[config.mk]
export PLATFORM = sky130hd
export DESIGN_NAME = blink_period_meter
export DESIGN_NICKNAME = d
export VERILOG_FILES = /design/src/rtl/blink_period_meter.sv
export SDC_FILE = /design/constraint.sdc
export NUM_CORES = 1
export LEC_CHECK = 0
export ABC_AREA = 1
export CORE_ASPECT_RATIO = 1.75
export CORE_MARGIN = 10
export CORE_UTILIZATION = 30
export DETAILED_ROUTE_END_ITERATION = 7
export GPL_TIMING_DRIVEN = 0
export PLACE_DENSITY_LB_ADDON = 0.08
export REMOVE_ABC_BUFFERS = 1
export SLEW_MARGIN = 20
export SYNTH_ARGS = -nofsm -noshare
export SYNTH_HDL_FRONTEND = slang
export SYNTH_SLANG_ARGS = --single-unit
[constraint.sdc]
create_clock -name clk -period 6.77 [get_ports clk]
set_clock_uncertainty 0.2 [all_clocks]
set_input_delay 1.354 -clock clk [delete_from_list [all_inputs] [get_ports clk]]
set_output_delay 1.354 -clock clk [all_outputs]
set_load 0.02 [all_outputs]
[src/rtl/blink_period_meter.sv]
// Measures the clk-cycle interval between toggles of an asynchronous input,
// reporting each valid interval, lock on a stable period, range errors and timeouts.
module blink_period_meter #(
    parameter int unsigned MIN_PERIOD  = 2,
    parameter int unsigned MAX_PERIOD  = 1000,
    parameter int unsigned LOCK_COUNT  = 3,
    parameter int unsigned TOLERANCE   = 0,
    parameter int unsigned SYNC_STAGES = 2
) (
    input  logic        clk,
    input  logic        reset_n,
    input  logic        led_in,
    output logic [31:0] period_out,
    output logic        period_valid,
    output logic        locked,
    output logic        range_err,
    output logic        timeout
);

    if (MIN_PERIOD < 1) begin : g_bad_min
        $fatal(1, "blink_period_meter: MIN_PERIOD must be >= 1");
    end
    if (MAX_PERIOD < MIN_PERIOD) begin : g_bad_max
        $fatal(1, "blink_period_meter: MAX_PERIOD must be >= MIN_PERIOD");
    end
    if (LOCK_COUNT < 1) begin : g_bad_lock
        $fatal(1, "blink_period_meter: LOCK_COUNT must be >= 1");
    end
    if (SYNC_STAGES < 2) begin : g_bad_sync
        $fatal(1, "blink_period_meter: SYNC_STAGES must be >= 2");
    end

    localparam logic [31:0] MinP  = 32'(MIN_PERIOD);
    localparam logic [31:0] MaxP  = 32'(MAX_PERIOD);
    localparam logic [31:0] LockC = 32'(LOCK_COUNT);
    localparam logic [31:0] Tol   = 32'(TOLERANCE);

    typedef enum logic [1:0] {StIdle, StMeasure, StLocked} state_e;

    state_e                 state_q, state_d;
    logic [SYNC_STAGES-1:0] sync_q;
    logic                   sync_prev_q;
    logic [31:0]            cnt_q, cnt_d;
    logic [31:0]            ref_q, ref_d;
    logic [31:0]            mc_q, mc_d;
    logic [31:0]            period_q, period_d;
    logic                   valid_q, valid_d;
    logic                   locked_q, locked_d;
    logic                   rerr_q, rerr_d;
    logic                   to_q, to_d;
    logic                   tog;
    logic [31:0]            diff;
    logic                   is_match;
    logic [31:0]            mc_new;

    always_ff @(posedge clk or negedge reset_n) begin
        if (!reset_n) begin
            sync_q      <= '0;
            sync_prev_q <= 1'b0;
            state_q     <= StIdle;
            cnt_q       <= '0;
            ref_q       <= '0;
            mc_q        <= '0;
            period_q    <= '0;
            valid_q     <= 1'b0;
            locked_q    <= 1'b0;
            rerr_q      <= 1'b0;
            to_q        <= 1'b0;
        end else begin
            sync_q      <= {sync_q[SYNC_STAGES-2:0], led_in};
            sync_prev_q <= sync_q[SYNC_STAGES-1];
            state_q     <= state_d;
            cnt_q       <= cnt_d;
            ref_q       <= ref_d;
            mc_q        <= mc_d;
            period_q    <= period_d;
            valid_q     <= valid_d;
            locked_q    <= locked_d;
            rerr_q      <= rerr_d;
            to_q        <= to_d;
        end
    end

    assign tog      = sync_q[SYNC_STAGES-1] ^ sync_prev_q;
    // In an edge cycle cnt_q is the measured interval.
    assign diff     = (cnt_q >= ref_q) ? (cnt_q - ref_q) : (ref_q - cnt_q);
    assign is_match = (diff <= Tol);

    always_comb begin
        state_d  = state_q;
        cnt_d    = cnt_q;
        ref_d    = ref_q;
        mc_d     = mc_q;
        period_d = period_q;
        valid_d  = 1'b0;
        locked_d = locked_q;
        rerr_d   = 1'b0;
        to_d     = 1'b0;
        mc_new   = 32'd1;
        unique case (state_q)
            StIdle: begin
                cnt_d = '0;
                if (tog) begin
                    cnt_d   = 32'd1;
                    state_d = StMeasure;
                end
            end
            StMeasure, StLocked: begin
                if (tog) begin
                    cnt_d = 32'd1;
                    if (cnt_q < MinP) begin
                        rerr_d   = 1'b1;
                        mc_d     = '0;
                        locked_d = 1'b0;
                        state_d  = StMeasure;
                    end else begin
                        period_d = cnt_q;
                        valid_d  = 1'b1;
                        if (state_q == StLocked) begin
                            // Reference stays fixed while locked: no drift tracking.
                            if (!is_match) begin
                                locked_d = 1'b0;
                                ref_d    = cnt_q;
                                mc_d     = 32'd1;
                                state_d  = StMeasure;
                            end
                        end else begin
                            if (is_match && (mc_q != '0)) begin
                                mc_new = mc_q + 32'd1;
                            end else begin
                                ref_d = cnt_q;
                            end
                            mc_d = mc_new;
                            if (mc_new == LockC) begin
                                locked_d = 1'b1;
                                state_d  = StLocked;
                            end
                        end
                    end
                end else if (cnt_q == MaxP) begin
                    to_d     = 1'b1;
                    locked_d = 1'b0;
                    mc_d     = '0;
                    cnt_d    = '0;
                    state_d  = StIdle;
                end else begin
                    cnt_d = cnt_q + 32'd1;
                end
            end
            default: state_d = StIdle;
        endcase
    end

    assign period_out   = period_q;
    assign period_valid = valid_q;
    assign locked       = locked_q;
    assign range_err    = rerr_q;
    assign timeout      = to_q;

endmodule
# == Yosys cells after proc, flatten, opt, wreduce, memory -nomap -nowiden ==
# Index checks and enable logic that the tools add are counted.
# op_classes
n_addsub,4
n_mul,0
div,0
magnitude_cmp,3
n_eq_ne,12
shift,0
mux,41
bitwise,2
n_reduce_logical,11
# op_table
op,n
two-way mux 32 bit,16
adder 32 x 1 -> 32 bit (second input constant),2
case mux 32 bit (2 select lines),1
subtractor 32 bit,2
equality test 32 x 10 -> 1 bit (second input constant),1
equality test 32 x 2 -> 1 bit (second input constant),1
greater-or-equal comparator 32 bit,1
less-or-equal comparator 32 x 1 -> 1 bit (second input constant),1
< comparator 32 x 2 -> 1 bit (second input constant),1
nonzero test 32 bit,1
two-way mux 1 bit,16
two-way mux 2 bit,7
!= test 5 bit (second input constant),2
AND reduction 4 bit,2
!= test 2 bit (second input constant),3
AND reduction 3 bit,2
AND reduction 5 bit,1
!= test 4 x 1 -> 1 bit (second input constant),1
!= test 4 bit (second input constant),1
case mux 2 bit (2 select lines),1
nonzero test 2 bit,2
!= test 3 bit (second input constant),1
equality test 2 x 1 -> 1 bit (second input constant),1
equality test 2 bit (second input constant),1
other kinds (5),5
# totals
regBits,137
latch_bits,0
mem_bits_rw,0
rom_bits,0
inputBits,3
output_inout_bits,36
word_cells,84
n_memories,0

# == Logic depth before layout (Yosys ltp) ==
# logic_depth
ltp_word,15
ltp_mapped,31

# == Worst setup path after synthesis ==
# OpenSTA, ideal clock, no wires.
# synth_path
kind,reg2reg
from,register cnt_q[5]
to,register state_q[1]
t_arrival_ns,3.140
t_required_ns,6.453
path_slack_ns,3.313
stages_incl_launch_ff,30
path_buffers,2
period_less_slack_ns,3.457
path_cell_list,dfrtp_1 > clkbuf_1 > inv_1 > ha_1 > nand2_1 > nor2_2 > inv_2 > nor2_4 > nand4_1 > nand3_2 > nand2_4 > nand2_4 > inv_4 > buf_6 > nand2_1 > nand2_1 > nor2_2 > nand2_1 > nor2_1 > nand3_1 > nor2_4 > nand3_1 > nor2_1 > nand2_1 > nor2_1 > nand2_1 > nand3_2 > nand3_2 > nand2_1 > nand2_1
# synth_via
elab_chain_cells,12
elab_cells_between_ends,21
# synth_rtl
element,line_no,text
start: declaration,43,"logic [31:0] cnt_q, cnt_d;"
start signal: assignment,73,cnt_q <= cnt_d;
subtractor 32 bit / greater-or-equal comparator 32 bit (equally long branches),86,assign diff = (cnt_q >= ref_q) ? (cnt_q - ref_q) : (ref_q - cnt_q);
two-way mux 32 bit,86,
less-or-equal comparator 32 x 1 -> 1 bit,87,assign is_match = (diff <= Tol);
logical AND 1 bit,128,if (is_match && (mc_q != '0)) begin
two-way mux 32 bit,128,
two-way mux 32 bit,119,if (state_q == StLocked) begin
two-way mux 32 bit,111,if (cnt_q < MinP) begin
two-way mux 32 bit,109,if (tog) begin
two-way mux 32 bit,100,unique case (state_q)
equality test 32 x 2 -> 1 bit,134,if (mc_new == LockC) begin
!= test 5 bit (no source line),n/a,
AND reduction 4 bit (no source line),n/a,
end signal: assignment,60,state_q <= StIdle;
end signal: assignment,72,state_q <= state_d;
end: declaration,40,"state_e state_q, state_d;"
# Parallel ways exist; a longest one is shown, timed or not. The select of a mux whose other input is x is not followed.
# A chain may end at the register's enable or synchronous reset.

# == Worst setup path after layout ==
# layout_path
from,register cnt_q[29]
to,register ref_q[29]
# layout_via
elab_chain_cells,6
elab_cells_between_ends,14
# layout_rtl
element,line_no,text
subtractor 32 bit / greater-or-equal comparator 32 bit (equally long branches),86,
two-way mux 32 bit,86,
less-or-equal comparator 32 x 1 -> 1 bit,87,
logical AND 1 bit,128,
!= test 2 bit (no source line),n/a,
AND reduction 5 bit (no source line),n/a,
end signal: assignment,74,ref_q <= ref_d;
end: declaration,44,"logic [31:0] ref_q, ref_d;"
# Parallel ways exist; a longest one is shown, timed or not. The select of a mux whose other input is x is not followed.

==> qor.yml <==
cts_tree: "built"
power_w: 0.004484
crit_top_cell: "nand2_1"
peakVddDrop_mv: 0.1743
utilization_pct: 34.10
path_clk_slew_ns: 0.07
r2r_start: "cnt_q[29]"
avgViaCountPerCell: 5.010
crit_start: "cnt_q[29]"
worstReg2RegEnd: "ref_q[29]"
clock.fmax_mhz: 177.2
cts_root_buf: "clkbuf_16"
design.core.area_um2: 40050
dp_hpwl_mm: 41.26
required_ns: 6.92
grt_max_degree: 72
ios: 39
rsz0062_at_grt: "no"
syn_area_per_cell_um2: 6.214
ys.flop_type: "dfrtp_1"
slowest_delay_ns: 0.72
dr.max_layer_used: "met4"
path_class: "flop to flop"
cts_setup_buffers: 0
die_area_um2: 49290
end_kind: "flop"
dr.first_iter.drc_count: 726
period_share_pct: 83.35
p_per_area_nw_per_um2: 328.3
drv_cap: 0
finalWirelength_mm: 49.88
synth_edf_count: 0
critPathSlowestCell: "inv_2"
yosysMostFrequentCell: "nand2_1"
ant_nets: 0
syn2layout_area_growth_pct: 12.34
io_buffers: 38
hold_viol: 0
core.rowCount: 97
crit_fanout: 36
cts_max_path_buffers: 2
whs_ns: 0.1523
cts_hold_buf: 0
crit_arrival_ns: 5.79
yosysSeqAreaShare_pct: 28.20
finalSetupTns_ns: 0
crit_cells: 21
grt_use_total_pct: 20.33
synthArstFlopShare_pct: 100.0
cts_resized: 0
synth-seq-cells: 137
p_leak_nw: 7.106
routabilityCongestion: 0.9624
grt_pass1_wl_mm: 74.27
wl_per_cell_um: 20.07
synth_largest_area_cell: "dfrtp_1"
instances_no_fill: 2485
insertion_delay_ns: 0.46
dr_wl_met3_mm: 1.153
min_from: "sync_q[0]"
synth_top_area_share_pct: 28.20
start_kind: "flop"
maxSlewViolCount: 0
antenna_found_initial: 0
cts.sinks: 137
synth_cell_types: 49
cpLargestDelayFamily: "simple AND/OR/NAND/NOR gates"
wl_met2_mm: 28.68
grt_overflow: 0
outcome: "completed"
m1WireLength_mm: 15.90
vias: 12449
fp.dieW_um: 172.2
diodes: 0
nets: 2050
critPathCapture: "ref_q[29]"
dr.pass1.iters: 8
r2r_slack_ns: 1.13
crit_buf_inv: 6
dieHeight_um: 286.3
slew_headroom_pct: 34.89
fin_crit_ns: 5.643
yosysWarnings: 0
syn_area_um2: 12160
first_global_vias: 12480
worst_slew_pin_slew_ns: 0.9707
finalSetupViolations: 0
r2r_cells: 21
cts_inserted_buffers: 17
crit_path_cell_trace: "inv_1 -> ha_1 -> inv_1 -> o21bai_1 -> a21boi_0 -> nand2_1 -> a21oi_4 -> nand2_4 -> nand2_1 -> nand2_1 -> nor2_1 -> o21ai_1 -> nor3_2 -> nand4_1 -> inv_2 -> nor3_4 -> buf_8 -> buf_8 -> buf_6 -> nand2_1 -> o21ai_1"
htreeDepth: 4
drive_gt1_share_pct: 3.719
start_util_pct: 30.35
drcViolationCount: 0
hp-class: "flop to flop"
synth_common_cells: "651 x nand2_1, 339 x inv_1, 149 x nor2_1, 137 x dfrtp_1, 114 x nand3_1"
synthCells: 1956
synth_area_leaders: "dfrtp_1 28%, nand2_1 20%, inv_1 10%"
place_inst: 2452
[power breakdown]
part | internal (W) | total (W) | switching, W
clock | 0.000500 | 0.000994 | 0.000494
sequential | 0.000850 | 0.000878 | 0.0000281
combinational | 0.000761 | 0.00261 | 0.00185
[through the flow]
step / cell area (µm²) / worst slack, ns
finish: 13660 / 1.128
global route: 13660 / 0.6776
CTS: 13640 / 0.7186
detailed placement: 13030 / 0.7587
global placement: 12910 / -2.172
floorplan: 11910 / 2.045
[worst min path at each step]
| stage | to | slack, ns | cells past startpoint |
|---|---|---|---|
| 3_3_place_gp | sync_q[1] | 0.14 | 0 |
| 2_1_floorplan | sync_q[1] | 0.13 | 0 |
| 4_1_cts | sync_q[1] | 0.16 | 0 |
| 3_5_place_dp | sync_q[1] | 0.13 | 0 |
| 6_report | sync_q[1] | 0.15 | 0 |
| 5_1_grt | sync_q[1] | 0.16 | 0 |
[cell usage in the layout (no fill, tap or decap), drive strengths merged, types with 8 or more instances in the layout]
cell           netlist  final
nor2               158    158
clkinv               1      8
inv                348    356
buf                 26      8
nor3                42     42
clkdlybuf4s50        0     37
nand4               81     81
o41ai               14     14
dfrtp              137    137
a21oi               63     63
ha                  70     70
xor2                33     33
o21ai              129    129
nand2              655    655
nand3              117    117
clkbuf              17     17
nor4                28     28
[kinds of logic (layout without fill, tap and decap cells)]
| family | after synthesis | count (layout) | share of synthesized area (%) |
|---|---|---|---|
| and+or+nand+nor | 1091 | 1091 | 38.67 |
| buffers and inverters | 392 | 426 | 12.85 |
| AOI/OAI and AO/OA | 230 | 230 | 10.48 |
| DFF | 137 | 137 | 28.20 |
| adders and majority gates | 70 | 70 | 7.205 |
| xor gates and xnor gates | 36 | 36 | 2.594 |
[layout make-up]
| cell class | count | area, µm² |
|---|---|---|
| clock inverter | 15 | 178.9 |
| timing repair buffer | 45 | 509.2 |
| fill | 4479 | 26400 |
| clock buffer | 17 | 425.4 |
| tap | 495 | 619.3 |
| sequential | 137 | 3428 |
| inverter | 349 | 1315 |
| multi-input combinational | 1427 | 7179 |
[per-layer routing]
layer	global-route usage, %	vias up
li1	-	6294
met1	16.84	5767
met2	40.95	258
met3	2.461	130
met4	16.03	0
met5	0	-
[registers in the layout, indices dropped and copies added, names as in the netlist]
signal / flops
state_q: 2
ref_q: 32
range_err: 1
period_out: 32
timeout: 1
sync_prev_q: 1
period_valid: 1
locked: 1
cnt_q: 32
sync_q: 2
mc_q: 32
(Power assumes the default switching activity.)
